File: src/rtl/add16u_err_monitor.sv
// Error-distance monitor for a 16-bit unsigned adder under test: counts wrong results,
// sums and tracks the largest |O - (A+B)| over a WINDOW-sample window. Optional ADD16U_ERR_MON_SQERR_EN adds sum_sq.
module add16u_err_monitor #(
    parameter logic [15:0] WINDOW = 16'd1024
) (
    input  logic        clk,
    input  logic        rst_n,
    input  logic        start,
    input  logic        in_valid,
    output logic        in_ready,
    input  logic [15:0] A,
    input  logic [15:0] B,
    input  logic [16:0] O,
    output logic        busy,
    output logic        done,
    output logic [15:0] err_cnt,
    output logic [39:0] sum_ed,
    output logic [16:0] max_ed,
    output logic [1:0]  dbg_state
`ifdef ADD16U_ERR_MON_SQERR_EN
    ,
    output logic [55:0] sum_sq
`endif
);

    typedef enum logic [1:0] {
        IDLE  = 2'd0,
        RUN   = 2'd1,
        FLUSH = 2'd2,
        DONE  = 2'd3
    } state_t;

    state_t      state;
    logic [15:0] count;
    logic        flush_cnt;
    logic        s1_valid;
    logic [16:0] s1_exact;
    logic [16:0] s1_o;
    logic        accept;
    logic        ed_neg;
    logic [16:0] ed;

    // Handshake: a sample transfers on a rising edge where in_valid && in_ready; in_ready is high only in RUN.
    assign accept    = in_valid && in_ready;
    assign dbg_state = state;

    // Magnitude of the 18-bit signed difference; it always fits in 17 bits.
    assign ed_neg = (s1_o < s1_exact);
    assign ed     = ed_neg ? (s1_exact - s1_o) : (s1_o - s1_exact);

`ifdef ADD16U_ERR_MON_SQERR_EN
    logic [33:0] ed_sq;
    assign ed_sq = 34'(ed) * 34'(ed);
`endif

    always_ff @(posedge clk or negedge rst_n) begin
        if (!rst_n) begin
            state     <= IDLE;
            in_ready  <= 1'b0;
            busy      <= 1'b0;
            done      <= 1'b0;
            count     <= '0;
            flush_cnt <= 1'b0;
            s1_valid  <= 1'b0;
            s1_exact  <= '0;
            s1_o      <= '0;
            err_cnt   <= '0;
            sum_ed    <= '0;
            max_ed    <= '0;
`ifdef ADD16U_ERR_MON_SQERR_EN
            sum_sq    <= '0;
`endif
        end else begin
            s1_valid <= accept;
            if (accept) begin
                s1_exact <= {1'b0, A} + {1'b0, B};
                s1_o     <= O;
            end

            if (s1_valid) begin
                err_cnt <= err_cnt + {15'd0, (ed != 17'd0)};
                sum_ed  <= sum_ed + {23'd0, ed};
                if (ed > max_ed) begin
                    max_ed <= ed;
                end
`ifdef ADD16U_ERR_MON_SQERR_EN
                sum_sq  <= sum_sq + {22'd0, ed_sq};
`endif
            end

            case (state)
                IDLE, DONE: begin
                    if (start) begin
                        // Later assignments override the accumulate above on this edge.
                        state    <= RUN;
                        in_ready <= 1'b1;
                        busy     <= 1'b1;
                        done     <= 1'b0;
                        count    <= '0;
                        s1_valid <= 1'b0;
                        err_cnt  <= '0;
                        sum_ed   <= '0;
                        max_ed   <= '0;
`ifdef ADD16U_ERR_MON_SQERR_EN
                        sum_sq   <= '0;
`endif
                    end
                end
                RUN: begin
                    if (accept) begin
                        count <= count + 16'd1;
                        if (count == WINDOW - 16'd1) begin
                            state     <= FLUSH;
                            in_ready  <= 1'b0;
                            flush_cnt <= 1'b0;
                        end
                    end
                end
                FLUSH: begin
                    flush_cnt <= 1'b1;
                    if (flush_cnt) begin
                        state <= DONE;
                        busy  <= 1'b0;
                        done  <= 1'b1;
                    end
                end
                default: begin
                    state <= IDLE;
                end
            endcase
        end
    end

endmodule

File: config.mk
export PLATFORM = sky130hd
export DESIGN_NAME = add16u_err_monitor
export DESIGN_NICKNAME = d
export VERILOG_FILES = /design/src/rtl/add16u_err_monitor.sv
export SDC_FILE = /design/constraint.sdc
export NUM_CORES = 1
export LEC_CHECK = 0
export CAP_MARGIN = 20
export CELL_PAD_IN_SITES_DETAIL_PLACEMENT = 1
export CELL_PAD_IN_SITES_GLOBAL_PLACEMENT = 1
export CORE_MARGIN = 2
export CORE_UTILIZATION = 30
export DETAILED_ROUTE_END_ITERATION = 12
export PLACE_DENSITY = 0.69
export SLEW_MARGIN = 20
export SYNTH_ARGS = -nofsm -noshare
export SYNTH_HDL_FRONTEND = slang
export SYNTH_SLANG_ARGS = --single-unit
File: constraint.sdc
create_clock -name clk -period 13.5 [get_ports clk]
set_input_delay 2.7 -clock clk [delete_from_list [all_inputs] [get_ports clk]]
set_output_delay 2.7 -clock clk [all_outputs]
set_load 0.01 [all_outputs]
==> metrics.log <==
[metrics] result of the run: complete, no violations
[metrics] post-CTS setup repair buffer count: 0
[metrics] Most used DFF post-synth: sky130_fd_sc_hd__dfrtp_1
[metrics] clock tree sinks: 130
[metrics] count of maximum capacitance violations: 0
[metrics] count of pins on the block boundary: 131
[metrics] worst rel slew slack: 39.8%
[metrics] number of nets at the end of the flow: 1,260
[metrics] start point of the critical path: s1_exact[10]
[metrics] nature of the critical path startpoint: flip-flop
[metrics] post-synthesis instance area: 9020 sq um
[metrics] leftover overflow at the end of global routing: 0
[metrics] share of async-settable or async-resettable flops after synthesis: 100%
[metrics] biggest fanout along the worst timing path: 22
[metrics] max frequency: 185 MHz
[metrics] sum of net half-perimeters after detailed placement: 17.4 mm
[metrics] Hold Path Sink: s1_exact[6]
[metrics] slew at the pin closest to its max-slew limit: 899 ps
[metrics] setup violation total in the final timing report: 0
[metrics] Mapped Cells: 988
[metrics] number of warnings issued by yosys: 0
[metrics] maximum number of pins on one net before global-route repair: 79
[metrics] total power per unit cell area: 202 nW/um^2
[metrics] cell depth of the worst min-delay path: 2
[metrics] die outline area: 31,500 sq um
[metrics] via count of the first global-routing pass: 7,921
[metrics] register cell area after layout: 3250 sq um
[metrics] growth of design area from synthesis to finish: 25.5%
[metrics] FF-to-FF End: sum_ed[38]
[metrics] count of input and output buffers: 130
[metrics] nature of the critical path endpoint: flip-flop
[metrics] leading post-synthesis cells by cell area: sky130_fd_sc_hd__dfrtp_1 36%, sky130_fd_sc_hd__ha_1 13%, sky130_fd_sc_hd__nor2_1 4.9%, sky130_fd_sc_hd__mux2i_1 4.9%, sky130_fd_sc_hd__xor2_1 4.4%
[metrics] minimum clock period: 5400 ps
[metrics] WL per Instance: 15.2 microns
[metrics] syn_nets: 1,137
[metrics] cell count of the worst reg-to-reg path: 20
[metrics] height of the die: 177 microns
[metrics] Detailed Route Iter0 Violations: 219
[metrics] slack of the worst reg-to-reg path: 8100 ps
[metrics] CP Class: flip-flop to flip-flop
[metrics] TritonCTS clock tree: done
[metrics] required time worst endpoint: 13,840 ps
[metrics] cell taking the most area after synthesis: sky130_fd_sc_hd__dfrtp_1
[metrics] area share of the largest cell type after synthesis: 36.1%
[metrics] leakage component of the power: 5.17 nW
[metrics] final number of max-transition violations: 0
[metrics] class of the tightest hold or removal check: flip-flop to flip-flop
[metrics] ratio of routed vias to standard cells: 4.90
[metrics] residual antenna-violating net count after detailed routing: 0
[metrics] worst endpoint data arrival time: 5730 ps
[metrics] setup_tns: 0 ps
[metrics] cts hold-fix bufs: 0
[metrics] DIE WIDTH: 177 microns
[metrics] register bit count reported by yosys: 130
[metrics] final setup slack of the worst path: 8100 ps
[metrics] wire length of the first global-routing pass: 39.3 mm
[metrics] detailed-router iteration count before antenna repair: 4
[metrics] standard-cell rows: 63
[metrics] GRT Util Overall: 15.4%
[metrics] IR drop worst, VDD: 112 uV
[metrics] core area: 29,600 sq um
[metrics] synthesized area per cell: 9.13 sq um
[metrics] clock skew after layout: 12.8 ps
[metrics] initial antenna violation count: 0
[metrics] # diodes: 0
[metrics] number of different library cells in the post-synthesis netlist: 55
[metrics] worst hold margin: 513 ps
[metrics] routed wire length: 23.1 mm
[metrics] CTS clock-pin slew for the worst setup and hold paths: 60 ps
[metrics] weighted congestion at the end of routability-driven global placement: 0.826
[metrics] proportion of layout cells with a drive suffix above 1: 6.76%
[metrics] sequential-to-total area share from yosys stat: 36.1%
[metrics] detailed-route via count: 7,413
[metrics] area of the multi-input gates: 5360 sq um
[metrics] FILL cells: 3,457
[metrics] unrepaired setup endpoints after global routing: no
[metrics] number of instances resized during post-cts repair: 0
[metrics] residual DRC count: 0
[metrics] number of hold-slack violations in the final timing report: 0
[metrics] root cell of the clock tree: sky130_fd_sc_hd__clkbuf_16
[metrics] initial core utilization: 30.4%
[metrics] number of synthesized flops with an enable pin: 0
[metrics] ratio of final minimum period to clock period: 40.0%
[metrics] Setup Slack @ Placement: 7760 ps
[metrics] Clock H-tree levels: 4
[metrics] Skew-Pair Late Insertion Delay: 420 ps
[metrics] CTS buffer count: 17
[metrics] Max Root-Sink Buffers: 2
[metrics] launch point of the worst hold path: s1_exact[6]
[metrics] startpoint of the lowest-slack register-to-register path: s1_exact[10]
[registers in the layout, indices dropped and copies added, names as in the netlist]
signal     flops
s1_valid       1
busy           1
done           1
max_ed        17
s1_o          17
err_cnt       16
flush_cnt      1
s1_exact      17
in_ready       1
count         16
dbg_state      2
sum_ed        40
[metal layers]
| metal | track usage, % | vias up | part of all wire (%) |
|---|---|---|---|
| met1 | 19.5 | 3606 | 48 |
| met5 | 0 | - | 0 |
| met4 | 4.51 | 0 | 1.6 |
| met3 | 3.06 | 21 | 3.9 |
| li1 | - | 3663 | - |
| met2 | 26.6 | 123 | 47 |
[per-stage QoR]
step / utilization (%) / power [mW] / area [sq um] / cells
6_report: 38.2 / 2.29 / 11300 / 1514
4_1_cts: 38.2 / 2.33 / 11300 / 1514
2_1_floorplan: - / 1.43 / 9020 / 988
5_1_grt: 38.2 / 2.49 / 11300 / 1514
3_5_place_dp: 36.1 / 1.83 / 10700 / 1482
3_3_place_gp: 36.1 / 1.79 / 10700 / 1482
[critical path, cell delays in order, from the launching register on]
cell                       delay, ps
sky130_fd_sc_hd__dfrtp_1         390
sky130_fd_sc_hd__inv_1            60
sky130_fd_sc_hd__ha_1            460
sky130_fd_sc_hd__and4_1          250
sky130_fd_sc_hd__o21ai_0          80
sky130_fd_sc_hd__a21oi_1         290
sky130_fd_sc_hd__o21ai_2         110
sky130_fd_sc_hd__o211ai_4        330
sky130_fd_sc_hd__nor2_1           80
sky130_fd_sc_hd__a21oi_1         200
sky130_fd_sc_hd__xor2_1          450
sky130_fd_sc_hd__ha_1            290
sky130_fd_sc_hd__a21oi_1          90
sky130_fd_sc_hd__a21boi_0        230
sky130_fd_sc_hd__o21ai_0         160
sky130_fd_sc_hd__a21oi_1         260
sky130_fd_sc_hd__a31oi_1         180
sky130_fd_sc_hd__o21ai_0         370
sky130_fd_sc_hd__nand3_1         380
sky130_fd_sc_hd__or3_1           470
sky130_fd_sc_hd__a21oi_1         160
[synthesized netlist by cell type, types with 6 or more instances]
library cell               number
sky130_fd_sc_hd__a211oi_1       7
sky130_fd_sc_hd__o21bai_1       6
sky130_fd_sc_hd__nand2b_1      10
sky130_fd_sc_hd__nand3_1       24
sky130_fd_sc_hd__nor3_1        14
sky130_fd_sc_hd__buf_2          6
sky130_fd_sc_hd__clkbuf_1      17
sky130_fd_sc_hd__nor2b_1        6
sky130_fd_sc_hd__xor2_1        45
sky130_fd_sc_hd__nor2_1       118
sky130_fd_sc_hd__a21oi_1       62
sky130_fd_sc_hd__xnor2_1       37
sky130_fd_sc_hd__nand2_1       75
sky130_fd_sc_hd__or3_1         12
sky130_fd_sc_hd__dfrtp_1      130
sky130_fd_sc_hd__o21ai_0       51
sky130_fd_sc_hd__a31oi_1        6
sky130_fd_sc_hd__mux2i_1       44
sky130_fd_sc_hd__a21o_1        30
sky130_fd_sc_hd__mux2_2        22
sky130_fd_sc_hd__o21a_1         6
sky130_fd_sc_hd__and3_1        13
sky130_fd_sc_hd__nand4_1       16
sky130_fd_sc_hd__ha_1          92
sky130_fd_sc_hd__inv_1         71
sky130_fd_sc_hd__or2_2          6
[worst max path at each step]
| stage | endpoint | slack, ps | depth (start not counted) |
|---|---|---|---|
| final | sum_ed[38] | 8100 | 20 |
| after global routing | sum_ed[38] | 7510 | 20 |
| after CTS | sum_ed[38] | 8070 | 18 |
| after detailed placement | s1_exact[15] | 7760 | 12 |
| after global placement | s1_exact[15] | 7860 | 12 |
| after floorplan | s1_exact[15] | 8540 | 11 |
[placed cells by master, fill, tap and decap left out, drive strengths merged, types with 5 or more instances in the layout]
cell | synthesis | routed
a211oi | 7 | 7
a21o | 30 | 30
a21oi | 63 | 63
a31oi | 6 | 6
and3 | 13 | 13
buf | 14 | 6
clkbuf | 17 | 22
clkdlybuf4s50 | 0 | 129
dfrtp | 130 | 130
ha | 92 | 92
inv | 71 | 72
mux2 | 22 | 22
mux2i | 44 | 44
nand2 | 75 | 75
nand2b | 10 | 10
nand3 | 24 | 24
nand4 | 16 | 16
nor2 | 118 | 118
nor2b | 6 | 6
nor3 | 15 | 15
o21a | 6 | 6
o21ai | 54 | 54
o21bai | 6 | 6
o31ai | 5 | 5
or2 | 6 | 6
or3 | 12 | 12
xnor2 | 37 | 37
xor2 | 45 | 45
[logic make-up (layout without fill, tap and decap cells)]
logic type | Yosys count | count (layout) | synth area share, %
and+or+nand+nor | 313 | 313 | 16.2
AOI/OAI and AO/OA | 199 | 199 | 13.8
DFF | 130 | 130 | 36.1
buffers and inverters | 102 | 238 | 4.62
adders and majority gates | 96 | 96 | 13.7
xor gates and xnor gates | 82 | 82 | 7.97
muxes | 66 | 66 | 7.63
[power breakdown]
group | internal, mW | switching, mW | total [mW]
clock | 0.293 | 0.185 | 0.478
combinational | 0.552 | 0.730 | 1.28
sequential | 0.464 | 0.0658 | 0.530
total | 1.31 | 0.981 | 2.29
[final cells by class]
cell class	count	share of cell area [%]
Timing Repair Buffer	135	11.8
Sequential cell	130	28.7
Clock inverter	10	1.11
Multi-Input combinational cell	756	47.4
Inverter	71	2.35
Tap cell	390	4.31
Clock buffer	22	4.28
(Power assumes the default switching activity.)
